File: src/rtl/div_pkg.sv
// div_pkg
//   Shared definitions for the sequential restoring divider.
//   - state_t      : divider control states (IDLE, CALC, FIX)
//   - MAX_WIDTH    : widest operand the helpers below can handle
//   - DBZ_FILL     : quotient fill pattern reported on divide-by-zero
//   - cond_negate  : two's-complement negate when 'negate' is set
//
//   The helper works on MAX_WIDTH bits so it can serve any divider width;
//   callers zero-extend their operand with a size cast and truncate the
//   result back, which yields the correct WIDTH-bit two's complement.

package div_pkg;

  typedef enum logic [1:0] {
    IDLE = 2'd0,
    CALC = 2'd1,
    FIX  = 2'd2
  } state_t;

  localparam int MAX_WIDTH = 64;

  localparam logic [MAX_WIDTH-1:0] DBZ_FILL = '1;

  function automatic logic [MAX_WIDTH-1:0] cond_negate(
    input logic [MAX_WIDTH-1:0] value,
    input logic                 negate
  );
    return negate ? ((~value) + MAX_WIDTH'(1)) : value;
  endfunction

endpackage

File: src/rtl/div_step.sv
// div_step
//   One combinational restoring-division iteration.
//   Ports:
//     rem_in  [WIDTH-1:0] : partial remainder before this step
//     dvd_bit             : next dividend bit shifted into the remainder
//     dvs     [WIDTH-1:0] : divisor magnitude (nonzero)
//     rem_out [WIDTH-1:0] : partial remainder after this step
//     q_bit               : quotient bit produced by this step

module div_step #(
  parameter int WIDTH = 8
) (
  input  logic [WIDTH-1:0] rem_in,
  input  logic             dvd_bit,
  input  logic [WIDTH-1:0] dvs,
  output logic [WIDTH-1:0] rem_out,
  output logic             q_bit
);

  logic [WIDTH:0] shifted;
  logic [WIDTH:0] trial;

  // The remainder is always below the divisor, so the shifted value is
  // below 2*dvs and WIDTH+1 bits hold the trial difference; its top bit
  // is therefore a reliable "went negative" indicator.
  always_comb begin
    shifted = {rem_in, dvd_bit};
    trial   = shifted - {1'b0, dvs};
    q_bit   = ~trial[WIDTH];
    rem_out = q_bit ? trial[WIDTH-1:0] : shifted[WIDTH-1:0];
  end

endmodule

File: src/rtl/seq_divider.sv
// seq_divider
//   Sequential restoring divider retiring one quotient bit per clock.
//   Supports unsigned and two's-complement operands, reports quotient and
//   remainder, and flags divide-by-zero and signed overflow.
//   Ports:
//     clk, rst_n           : clock, asynchronous active-low reset
//     start                : request a division (accepted only in IDLE)
//     signed_mode          : 1 = two's-complement operands
//     dividend, divisor    : operands, sampled with an accepted start
//     busy                 : operation in progress
//     done                 : one-cycle pulse when results are valid
//     quotient, remainder  : results, held until the next completion
//     div_by_zero          : last operation had a zero divisor
//     overflow             : last operation was most-negative / -1
//   WIDTH must be in the range 2..MAX_WIDTH.

module seq_divider
  import div_pkg::*;
#(
  parameter int WIDTH = 8
) (
  input  logic             clk,
  input  logic             rst_n,
  input  logic             start,
  input  logic             signed_mode,
  input  logic [WIDTH-1:0] dividend,
  input  logic [WIDTH-1:0] divisor,
  output logic             busy,
  output logic             done,
  output logic [WIDTH-1:0] quotient,
  output logic [WIDTH-1:0] remainder,
  output logic             div_by_zero,
  output logic             overflow
);

  localparam int CNT_W = $clog2(WIDTH + 1);

  localparam logic [WIDTH-1:0] MOST_NEG = {1'b1, {(WIDTH-1){1'b0}}};

  state_t state_q, state_d;

  logic             accept;
  logic             iterate;
  logic             finish;

  logic [CNT_W-1:0] cnt_q;
  logic [WIDTH-1:0] rem_q;
  logic [WIDTH-1:0] dvd_q;
  logic [WIDTH-1:0] dvs_q;
  logic             sign_q_q;
  logic             sign_r_q;
  logic             dbz_q;
  logic             ovf_q;

  logic             dvd_neg;
  logic             dvs_neg;
  logic             dvs_zero;
  logic [WIDTH-1:0] abs_dvd;
  logic [WIDTH-1:0] abs_dvs;

  logic [WIDTH-1:0] q_fix;
  logic [WIDTH-1:0] r_fix;

  logic [WIDTH-1:0] step_rem;
  logic             step_qbit;

  div_step #(
    .WIDTH (WIDTH)
  ) u_step (
    .rem_in  (rem_q),
    .dvd_bit (dvd_q[WIDTH-1]),
    .dvs     (dvs_q),
    .rem_out (step_rem),
    .q_bit   (step_qbit)
  );

  // Operand conditioning at start: only signed operands with the MSB set
  // are negated. The most-negative value negates to itself, which read as
  // unsigned is exactly its magnitude.
  always_comb begin
    dvd_neg  = signed_mode & dividend[WIDTH-1];
    dvs_neg  = signed_mode & divisor[WIDTH-1];
    dvs_zero = (divisor == '0);
    abs_dvd  = WIDTH'(cond_negate(MAX_WIDTH'(dividend), dvd_neg));
    abs_dvs  = WIDTH'(cond_negate(MAX_WIDTH'(divisor), dvs_neg));
  end

  // Result correction. dvd_q has been shifted full of quotient bits by the
  // time FIX is reached; on divide-by-zero it still holds the raw dividend.
  always_comb begin
    q_fix = dbz_q ? WIDTH'(DBZ_FILL)
                  : WIDTH'(cond_negate(MAX_WIDTH'(dvd_q), sign_q_q));
    r_fix = dbz_q ? dvd_q
                  : WIDTH'(cond_negate(MAX_WIDTH'(rem_q), sign_r_q));
  end

  always_ff @(posedge clk or negedge rst_n) begin
    if (!rst_n) begin
      state_q <= IDLE;
    end else begin
      state_q <= state_d;
    end
  end

  // The counter starts at WIDTH and CALC leaves on the edge that takes it
  // to zero, so exactly WIDTH iterations run before FIX.
  always_comb begin
    state_d = state_q;
    accept  = 1'b0;
    iterate = 1'b0;
    finish  = 1'b0;
    case (state_q)
      IDLE: begin
        if (start) begin
          accept  = 1'b1;
          state_d = dvs_zero ? FIX : CALC;
        end
      end
      CALC: begin
        iterate = 1'b1;
        if (cnt_q <= CNT_W'(1)) begin
          state_d = FIX;
        end
      end
      FIX: begin
        finish  = 1'b1;
        state_d = IDLE;
      end
      default: begin
        state_d = IDLE;
      end
    endcase
  end

  always_ff @(posedge clk or negedge rst_n) begin
    if (!rst_n) begin
      cnt_q       <= '0;
      rem_q       <= '0;
      dvd_q       <= '0;
      dvs_q       <= '0;
      sign_q_q    <= 1'b0;
      sign_r_q    <= 1'b0;
      dbz_q       <= 1'b0;
      ovf_q       <= 1'b0;
      busy        <= 1'b0;
      done        <= 1'b0;
      quotient    <= '0;
      remainder   <= '0;
      div_by_zero <= 1'b0;
      overflow    <= 1'b0;
    end else begin
      done <= 1'b0;
      if (accept) begin
        // A zero divisor skips CALC, so the raw dividend is kept for the
        // remainder and sign correction is suppressed.
        cnt_q       <= CNT_W'(WIDTH);
        rem_q       <= '0;
        dvd_q       <= dvs_zero ? dividend : abs_dvd;
        dvs_q       <= abs_dvs;
        sign_q_q    <= ~dvs_zero & (dvd_neg ^ dvs_neg);
        sign_r_q    <= ~dvs_zero & dvd_neg;
        dbz_q       <= dvs_zero;
        ovf_q       <= signed_mode & (dividend == MOST_NEG) & (divisor == '1);
        busy        <= 1'b1;
        div_by_zero <= 1'b0;
        overflow    <= 1'b0;
      end else if (iterate) begin
        rem_q <= step_rem;
        dvd_q <= {dvd_q[WIDTH-2:0], step_qbit};
        cnt_q <= cnt_q - CNT_W'(1);
      end else if (finish) begin
        quotient    <= q_fix;
        remainder   <= r_fix;
        div_by_zero <= dbz_q;
        overflow    <= ovf_q;
        done        <= 1'b1;
        busy        <= 1'b0;
      end
    end
  end

endmodule
File: config.mk
export PLATFORM = sky130hd
export DESIGN_NAME = seq_divider
export DESIGN_NICKNAME = d
export VERILOG_FILES = /design/src/rtl/div_pkg.sv /design/src/rtl/div_step.sv /design/src/rtl/seq_divider.sv
export SDC_FILE = /design/constraint.sdc
export NUM_CORES = 1
export LEC_CHECK = 0
export ABC_AREA = 0
export CORE_ASPECT_RATIO = 0.6
export CORE_UTILIZATION = 24
export DETAILED_ROUTE_END_ITERATION = 6
export PLACE_DENSITY = 0.53
export SETUP_SLACK_MARGIN = 0.1
export SYNTH_ARGS = -nofsm -noshare
export SYNTH_HDL_FRONTEND = slang
export SYNTH_SLANG_ARGS = --single-unit
File: constraint.sdc
create_clock -name clk -period 2.1 [get_ports clk]
set_input_delay 0.42 -clock clk [delete_from_list [all_inputs] [get_ports clk]]
set_output_delay 0.42 -clock clk [all_outputs]
set_load 0.005 [all_outputs]
# == After elaboration in Yosys (flattened, before gate mapping) ==
# Index checks and enable logic that the tools add are counted.
# totals
inputBits,20
reg_bits,54
output_inout_bits,20
ram_bits,0
rom_bits,0
latch_bits,0
memories,0
# op_classes
shifts,0
n_reduce_logical,7
eq_ne,7
mux,34
div,0
order_cmp,1
multipliers,0
n_bitwise,15
addsub,6
# op_table
operator,n
8-bit two-way mux,12
8-bit by 1-bit adder with 8-bit output (second input constant),4
8-bit inverter,4
8-bit == test (second input constant),2
1-bit two-way mux,16
9-bit by 8-bit subtractor with 9-bit output,1
8-bit zero test,1
4-bit two-way mux,2
1-bit bitwise AND,6
2-bit two-way mux,3
2-bit inequality test (second input constant),3
4-bit by 1-bit <= comparator with 1-bit output (second input constant),1
1-bit inverter,4
2-bit one-hot mux with 2 select lines,1
2-bit AND reduction,2
2-bit nonzero test,2
4-bit by 1-bit subtractor with 4-bit output (second input constant),1
3-bit AND reduction,1
2-bit by 1-bit == test with 1-bit output (second input constant),1
2-bit == test (second input constant),1
2-bit zero test,1
1-bit XOR,1

# == Depth between registers and ports, before layout ==
# depth
ltp_word,5
mapped_depth,9
ltp_nobuf,9

# == Hierarchy ==
# A second synthesis with hierarchy kept.
# hier_totals
hier_cells,357
hier_area_um2,3374.5
# modules_own_cells
mod,area_per_inst_um2,instances,seq_area_each_um2,cells_per_inst
seq_divider,2889.0,1,1351.3,299
div_step,485.5,1,0.0,58

# == Least setup slack after synthesis ==
# OpenSTA, ideal clock, no wires.
# synth_timing
path_kind,reg-to-reg
from,reg dvd_q[7]
to,reg rem_q[3]
path_buffers,0
path_stages_with_launch,10
slack_ps,-41
required_time_ps,1964
arrival_ps,2005
period_less_slack_ps,2141
path_cell_list,dfrtp_1 -> inv_1 -> ha_1 -> inv_1 -> fa_1 -> a21oi_1 -> o211ai_1 -> a21boi_2 -> or2_2 -> o211ai_1
# synth_via
elab_chain_len,4
# synth_lines
element,line_no,text
start: declaration,seq_divider.sv:48,logic [WIDTH-1:0] dvd_q;
start signal: assignment,seq_divider.sv:158,dvd_q <= dvs_zero ? dividend : abs_dvd;
start signal: assignment,seq_divider.sv:169,"dvd_q <= {dvd_q[WIDTH-2:0], step_qbit};"
9-bit by 8-bit subtractor with 9-bit output,div_step.sv:28,"trial = shifted - {1'b0, dvs};"
8-bit two-way mux,div_step.sv:30,rem_out = q_bit ? trial[WIDTH-1:0] : shifted[WIDTH-1:0];
8-bit two-way mux,seq_divider.sv:167,end else if (iterate) begin
8-bit two-way mux,seq_divider.sv:153,if (accept) begin
end signal: assignment,seq_divider.sv:168,rem_q <= step_rem;
end: declaration,seq_divider.sv:47,logic [WIDTH-1:0] rem_q;
# No other way between the ends. The select of a mux whose other input is x is not followed.
# A chain may end at the register's enable or synchronous reset.

# == Worst setup path after layout ==
# Same ends and word-level chain as after synthesis.

==> flow_metrics.env <==
export IMPL_synth_area_leaders="dfrtp_1, o21ai_0, ha_1, xnor2_1, nand2_1"
export IMPL_startpoint_type="register"
export IMPL_r2r_start="dvd_q[7]"
export IMPL_num_vias=3001
export IMPL_cts_sinks=54
export IMPL_antenna_found_initial=0
export IMPL_grt_pass1_vias=2956
export IMPL_clk_latency_ps=300
export IMPL_path_clk_slew_ps=70
export IMPL_yosysTopAreaCellShare=0.403
export IMPL_cts_htree_levels=2
export IMPL_rsz0062_at_grt="true"
export IMPL_worstSetupEndpointType="register"
export IMPL_grt_usage=0.136
export IMPL_drt_iter0_drc=184
export IMPL_design_core_area_sq_um=13600
export IMPL_io_buffers=39
export IMPL_drtPass1Iterations=4
export IMPL_worst_pin_slew_ps=681
export IMPL_timing_slew_headroom=0.546
export IMPL_fin_skew_ps=11.4
export IMPL_syn_area_per_cell_sq_um=8.81
export IMPL_fin_crit_sh=1.00
export IMPL_async_flop_share=1.00
export IMPL_synth_edf_count=0
export IMPL_final_setup_viol_count=1
export IMPL_ys_seq_area_frac=0.403
export IMPL_powerDensity_nw_per_um2=1550
export IMPL_root_buffer="clkbuf_16"
export IMPL_die_w_microns=155
export IMPL_area_growth_synth_to_final_pct=32.9
export IMPL_cp_slowest_cell="dfrtp_1"
export IMPL_cap_violations=0
export IMPL_post_drt_wl_per_cell_microns=14.3
export IMPL_via_per_inst=4.76
export IMPL_fin_ws_ps=-5.59
export IMPL_hold_class="input port to async pin"
export IMPL_critPathMaxFanout=5
export IMPL_crit_path_start="dvd_q[7]"
export IMPL_numCtsBuffers=5
export IMPL_initial_core_util=0.246
export IMPL_ys_seq_elements=54
export IMPL_wl_mm=9.00
export IMPL_grt_overflow_total=0
export IMPL_register_area_sq_um=1350
export IMPL_drv_slew=0
export IMPL_grt_max_degree=35
export IMPL_cp_common_cell="o211ai_1"
export IMPL_cpPeakStageDelay_ps=380
export IMPL_synth_area_leader_cell="dfrtp_1"
export IMPL_place_gp_congestion=0.802
export IMPL_p_leak_uw=0.00190
export IMPL_dp_slack_ps=-80.1
export IMPL_path_cells="inv_1 -> ha_2 -> inv_2 -> fa_2 -> a21oi_4 -> o211ai_1 -> a21boi_2 -> buf_6 -> or2_4 -> o211ai_1"
export IMPL_timing_hold_ws_ps=74.0
export IMPL_netlist_instances=380
export IMPL_n_fill_cell=1413
export IMPL_cp_arrival_ps=2260
export IMPL_netlist_area_sq_um=3350
export IMPL_rows=33
export IMPL_grt_pass1_wl_mm=15.3
export IMPL_status="finished, violations left"
export IMPL_synth_cell_types=49
export IMPL_syn_nets=416
export IMPL_fmax_mhz=475
export IMPL_tritoncts="done"
export IMPL_dpl_hpwl_mm=7.20
export IMPL_yosys_warnings=0
export IMPL_power_uw=6920
export IMPL_violations="setup timing"
export IMPL_fin_nets=491
export IMPL_min_period_ps=2110
export IMPL_route_detailed_drc=0
export IMPL_final_hold_viol_count=0
export IMPL_ant_nets=0
export IMPL_synthFlopType="dfrtp_1"
export IMPL_die_y_microns=93.5
export IMPL_drive_above_1_share=0.162
export IMPL_io_pins=40
export IMPL_cts_max_path_buffers=2
export IMPL_path_class="register to register"
export IMPL_num_antenna_cells=0
export IMPL_vdd_ir_drop_max_v=0.000450
export IMPL_required_ps=2260
export IMPL_die_area_sq_um=14400
export IMPL_multi_input_area_sq_um=1890
## layout make-up
cell class              instances  share of cell area
flip-flops and latches         54               0.303
multi-input cells             287               0.425
clock buffers                   6              0.0289
clock inverters                 2             0.00309
repair buffers                 86               0.173
well taps                     175              0.0492
inverters                      21              0.0177
## report_power, final
group          total, uW  switching [uW]  leakage, uW  internal [uW]
Sequential          1930             430     0.000675           1500
Combinational       4160            2160      0.00115           2010
Clock                822             379    0.0000708            443
Total               6920            2960      0.00190           3950
## final timing paths
path	end	slack, ps	depth (start not counted)
max in group asynchronous	dvd_q[7]	1460	2
hold reg to reg	quotient[0]	470	2
setup / recovery	rem_q[3]	-6	10
min in group clk	quotient[0]	470	2
hold / removal	remainder[5]	70	1
setup reg to reg	rem_q[3]	-6	10
## kinds of logic (layout without fill, tap and decap cells)
logic type	after synthesis	count (layout)	share of synthesized area
buf+inv	39	115	0.0437
fa+ha+maj	16	16	0.0620
simple gates	129	129	0.187
mux	10	10	0.0299
xor+xnor	27	27	0.0706
compound gates	105	105	0.203
flops	54	54	0.403
## state kept, by name (all words and copies together) (netlist names)
| signal | cells |
|---|---|
| busy | 1 |
| ovf_q | 1 |
| dvs_q | 8 |
| sign_q_q | 1 |
| dvd_q | 8 |
| remainder | 8 |
| cnt_q | 4 |
| dbz_q | 1 |
| state_q | 2 |
| div_by_zero | 1 |
| sign_r_q | 1 |
| rem_q | 8 |
| done | 1 |
| quotient | 8 |
| overflow | 1 |
## synth_stat cells, types with 2 or more instances
| master | n |
|---|---|
| xor2_1 | 7 |
| nor2b_1 | 4 |
| mux2i_1 | 10 |
| nand3b_1 | 2 |
| xnor2_1 | 20 |
| or2_2 | 4 |
| nand3_1 | 14 |
| o41ai_1 | 3 |
| nand4_1 | 3 |
| dfrtp_1 | 54 |
| o21ai_0 | 39 |
| o21bai_1 | 3 |
| o221ai_1 | 3 |
| and3_1 | 5 |
| buf_1 | 3 |
| nand2_1 | 42 |
| o31ai_1 | 3 |
| inv_1 | 21 |
| o211ai_1 | 9 |
| nor3_1 | 8 |
| nor4_1 | 4 |
| o2111ai_1 | 2 |
| o22ai_1 | 2 |
| or3_4 | 2 |
| clkbuf_1 | 15 |
| a21oi_1 | 26 |
| or3_1 | 3 |
| nand2b_1 | 5 |
| ha_1 | 15 |
| a22o_1 | 3 |
| nor2_1 | 28 |
## timing repair
item                       CTS  global route
gates cloned                 1             0
gates resized for setup      3             9
hold buffers                 0             0
buffers inserted             2             0
pin swaps                    1             2
setup endpoints to repair    8            11
## critical path: cells and delay by family (launching register included)
| kind | cells | cell delay [ps] |
|---|---|---|
| AO/OA/AOI/OAI | 4 | 670 |
| adder cells (fa/ha/maj) | 2 | 530 |
| buffers and inverters | 3 | 250 |
| flip-flops | 1 | 380 |
| AND/OR/NAND/NOR | 1 | 150 |
## layout by cell type (no fill, tap or decap), types with 4 or more instances in the layout
master,Yosys,final
nor2_1,28,28
nand2_1,42,41
a21oi_1,26,24
nor2b_1,4,4
mux2i_1,10,10
clkdlybuf4s50_1,0,38
nand2b_1,5,4
inv_1,21,20
xnor2_1,20,20
and3_1,5,5
o21ai_0,39,37
ha_1,15,13
dfrtp_1,54,54
nor3_1,8,8
o211ai_1,9,9
xor2_1,7,7
clkbuf_16,0,5
nor4_1,4,4
nand3_1,14,14
buf_4,0,42
## layer usage
layer	vias up	GRT usage	wire [microns]
met5	-	0	0
met4	0	0.0231	48
met3	8	0.0320	538
met2	80	0.182	3400
met1	1413	0.214	5010
li1	1500	-	-
## per-stage QoR
| step | instance area (sq um) | TNS [ps] | utilization | instances |
|---|---|---|---|---|
| after floorplan | 3360 | 0 | - | 380 |
| after global placement | 4250 | -269 | 0.312 | 620 |
| after detailed placement | 4250 | -381 | 0.312 | 620 |
| after CTS | 4420 | 0 | 0.325 | 631 |
| after global routing | 4450 | -801 | 0.327 | 631 |
| final | 4450 | -5.59 | 0.327 | 631 |
Power figures use the tool's default switching activity.
